## src/rtl/rca.sv

```systemverilog
// WIDTH-bit ripple-carry adder built from a chain of full-adder cells.
// Combinational Sum/C_out plus a one-cycle registered copy with signed overflow.
module rca #(
  parameter int WIDTH = 4
) (
  input  logic             clk,
  input  logic             rst,
  input  logic [WIDTH-1:0] A,
  input  logic [WIDTH-1:0] B,
  input  logic             C_in,
  output logic [WIDTH-1:0] Sum,
  output logic             C_out,
  output logic [WIDTH-1:0] Sum_r,
  output logic             C_out_r,
  output logic             ovf_r
);

  logic [WIDTH:0]   w_c;
  logic [WIDTH-1:0] w_s;
  logic             w_ovf;

  assign w_c[0] = C_in;

  generate
    for (genvar gi = 0; gi < WIDTH; gi++) begin : g_fa
      assign w_s[gi]   = A[gi] ^ B[gi] ^ w_c[gi];
      assign w_c[gi+1] = (A[gi] & B[gi]) | (A[gi] & w_c[gi]) | (B[gi] & w_c[gi]);
    end
  endgenerate

  assign Sum   = w_s;
  assign C_out = w_c[WIDTH];
  // Carry into and out of the sign bit disagree exactly on signed overflow.
  assign w_ovf = w_c[WIDTH] ^ w_c[WIDTH-1];

  always_ff @(posedge clk or posedge rst) begin
    if (rst) begin
      Sum_r   <= '0;
      C_out_r <= 1'b0;
      ovf_r   <= 1'b0;
    end else begin
      Sum_r   <= w_s;
      C_out_r <= w_c[WIDTH];
      ovf_r   <= w_ovf;
    end
  end

endmodule

```

## config.mk

```make
export PLATFORM = sky130hd
export DESIGN_NAME = rca
export DESIGN_NICKNAME = d
export VERILOG_FILES = /design/src/rtl/rca.sv
export SDC_FILE = /design/constraint.sdc
export NUM_CORES = 1
export LEC_CHECK = 0
export ABC_CLOCK_PERIOD_IN_PS = 2000
export BUFFER_PORTS_ARGS = -buffer_cell sky130_fd_sc_hd__buf_4
export CORE_AREA = 5 5 42 44
export CTS_CLUSTER_DIAMETER = 120
export DETAILED_ROUTE_END_ITERATION = 7
export DIE_AREA = 0 0 47 49
export GPL_ROUTABILITY_DRIVEN = 0
export GPL_TIMING_DRIVEN = 0
export PLACE_DENSITY = 0.55
export SETUP_SLACK_MARGIN = 0.02
export SYNTH_ARGS = -nofsm -noshare
export SYNTH_HDL_FRONTEND = slang
export SYNTH_SLANG_ARGS = --single-unit
```

## constraint.sdc

```tcl
create_clock -name clk -period 2 [get_ports clk]
set_input_delay 0.2 -clock clk [delete_from_list [all_inputs] [get_ports clk]]
set_output_delay 0.2 -clock clk [all_outputs]
set_load 0.03 [all_outputs]
```

# Word level (Yosys, flattened, before mapping)
# Index checks and enable logic that the tools add are counted.
[classes]
bitwise = 29
[ops]
columns = ["op", "count"]
rows = [
  ["$and A1 B1 Y1", 12],
  ["$xor A1 B1 Y1", 9],
  ["$or A1 B1 Y1", 8],
]
[totals]
word_cells = 32
in_bits = 11
ff_bits = 6
out_inout_bits = 11

# Logic depth before layout (Yosys ltp)
[logic_depth]
ltp_word = 13
depth_mapped = 8
depth_no_buf = 8

# Worst setup path after synthesis
# OpenSTA, ideal clock, no wires.
[synth_timing]
kind = "in2out"
from = "in A[0]"
to = "out Sum[3]"
path_stages = 8
path_buffers = 0
slack_ns = -0.116
t_required_ns = 1.800
arrival_time_ns = 1.916
cell_sequence = "inv_1 > fa_1 > inv_1 > fa_1 > fa_1 > inv_1 > fa_1 > inv_1"
[synth_via]
elab_chain_cells = 10
word_cells_on_any_way = 13
classes_between = "13 x bitwise"
[synth_rtl]
columns = ["element", "line", "text"]
rows = [
  ["start, declared", "8", "input logic [WIDTH-1:0] A,"],
  ["$and A1 B1 Y1", "27", "assign w_c[gi+1] = (A[gi] & B[gi]) | (A[gi] & w_c[gi]) | (B[gi] & w_c[gi]);"],
  ["$or A1 B1 Y1 (*) (2 in a row)", "27", ""],
  ["$and A1 B1 Y1", "27", ""],
  ["$or A1 B1 Y1", "27", ""],
  ["$or A1 B1 Y1 (*)", "27", ""],
  ["$and A1 B1 Y1", "27", ""],
  ["$or A1 B1 Y1", "27", ""],
  ["$or A1 B1 Y1 (*)", "27", ""],
  ["$xor A1 B1 Y1 (*)", "26", "assign w_s[gi] = A[gi] ^ B[gi] ^ w_c[gi];"],
  ["end, declared", "11", "output logic [WIDTH-1:0] Sum,"],
]
# Every way passes the cells marked *; elsewhere a longest branch is shown, timed or not.

# Worst setup path in the final report
# Ends and elaborated chain as after synthesis.

==> metrics.txt <==
status finished, violations left; failing checks setup timing; Post-Layout Cell Count 67; most frequent CP cell fa_2; Root Buffer clkbuf_4; via-per-instance ratio 3.51; Worst VDD drop 0.000245 V; TritonCTS clock tree yes; post-synth cell types 4; DIE AREA 2300 µm²; nets 68; Yosys warning total 0; worst min-delay path class input port to flip-flop; Final WS setup -0.150 ns; min-delay src B[2]; synthesized flop and latch total 6; first-pass GRT wire length 890 µm; Syn Nets 37; H-tree depth 1; TNS Setup -0.150 ns; post-DR wirelength/cell 9.22 µm; Largest stage delay, worst path 0.42 ns; CORE AREA 1400 µm²; Syn-to-layout area delta 97.8%; CTS Buf Count 3; Starting Density 0.200; Setup Crit Path Kind input port to output port; pin count of the biggest net entering global routing 7; Final ANT Viol Nets 0; I/O Pins 22; Inst Count DP 59; Clock Tree Buf Depth 2; minimum clock period 2.15 ns; Detailed Route Iter0 Violations 0; design area 554 µm²; Remaining DRCs 0; global route total overflow 0; leakage power 0.294 nW; final setup violation count 1; clock sink count 6; die height 49 µm; CP delay by family, top adder cells; Die Wd 47 µm; Total Wirelength 618 µm; antenna violations before repair 0; via count 235; max-cap violation count 0; Worst Setup SP A[0]; average cell area after synthesis 12.7 µm²; P per Cell Area 850 nW/µm²; IO Port Bufs 21; largest fanout on the critical path 2; max-slew violation count 0; # rows 14; Worst-Margin Slew 0.217 ns; Crit path buffers/inverters 6; Data arrival, critical path 1.95 ns; # fillers 145; drt pass-1 iters 1; fmax 0.465 GHz; Final Hold Viols 0; unrepaired setup endpoints after global routing true; Post-Syn Instances 22; Crit path required time 1.80 ns; Total GRT Usage 0.0577; crit path max-delay cell type fa_2; fraction of layout cells with a size suffix above 1 0.765; vias in the first global route 240; sequential-to-total area share from yosys stat 0.536; sequence of cells on the critical path buf_6 > inv_4 > fa_2 > inv_2 > fa_2 > fa_2 > inv_2 > fa_2 > inv_2 > buf_6; area post-placement 463 µm²; Rel. slew slack 0.855; CP startpoint kind input port; Mapped Area 280 µm²; part of the cycle the worst path needs 1.08; Crit. End Element output port; Antenna Cells 0; Clock transition at path regs 0.04 ns
==> stage by stage <==
step / hold WS [ns] / util / power (mW) / setup slack, ns
floorplan: -0.00904 / - / 0.267 / 0.00576
global placement: 0.126 / 0.330 / 0.344 / -0.221
detailed placement: 0.129 / 0.330 / 0.344 / -0.214
CTS: 0.279 / 0.364 / 0.465 / -0.138
global route: 0.296 / 0.396 / 0.502 / -0.242
finish: 0.279 / 0.396 / 0.471 / -0.150
==> cell families after synthesis <==
kind of cell	synth area share
buffers and inverters	0.147
xor gates and xnor gates	0.0313
DFF	0.536
adders and majority gates	0.286
==> area by class of cell <==
| cell class | instances | area [µm²] | area share |
|---|---|---|---|
| clock buffers | 3 | 22.5 | 0.0406 |
| inverters | 11 | 46.3 | 0.0835 |
| multi-input cells | 5 | 98.8 | 0.178 |
| flip-flops and latches | 6 | 150 | 0.271 |
| well taps | 16 | 20.0 | 0.0361 |
| repair buffers | 26 | 216 | 0.391 |
==> power breakdown <==
group	switching [mW]	leakage (nW)	internal (mW)
combinational	0.124	0.210	0.0931
sequential	0.00514	0.0699	0.142
clock	0.0393	0.0138	0.0676
total	0.168	0.294	0.303
==> repair_timing <==
item,in CTS,in global routing
resized for setup,6,9
pin swaps,2,2
gates cloned,0,0
buffers inserted,1,3
endpoints found under the setup margin,2,2
endpoints found under the hold margin,6,0
hold buffers,1,0
==> path summary, 6_finish.rpt <==
check                                     end  slack (ns)  cells after the start
min in group asynchronous  Sum_r[2]$_DFF_PP0_        0.43                      3
worst max-delay path                   Sum[3]       -0.15                     10
worst min-delay path       Sum_r[2]$_DFF_PP0_        0.28                      2
max in group asynchronous     ovf_r$_DFF_PP0_        1.39                      3
==> synthesized netlist by cell type (all sizes together) <==
master  count  area, µm²
fa          4       80.1
inv        11       41.3
dfrtp       6        150
xnor2       1       8.76
==> placed cells by master (no fill, tap or decap) <==
cell and count:
buf_4 20, buf_6 5, clkbuf_4 3, dfrtp_1 6, dlygate4sd3_1 1, fa_2 4
inv_1 4, inv_2 5, inv_4 2, xnor2_1 1
==> layer usage <==
metal / vias up / GRT usage / part of all wire
li1: 114 / - / -
met1: 101 / 0.0659 / 0.35
met2: 18 / 0.0701 / 0.45
met3: 2 / 0.0111 / 0.17
met4: 0 / 0.0829 / 0.032
met5: - / 0 / 0
==> sequential cells by signal (all words and copies together), names as in the netlist <==
| name | count |
|---|---|
| C_out_r | 1 |
| Sum_r | 4 |
| ovf_r | 1 |
No activity file was read; power rests on OpenSTA's default activity.
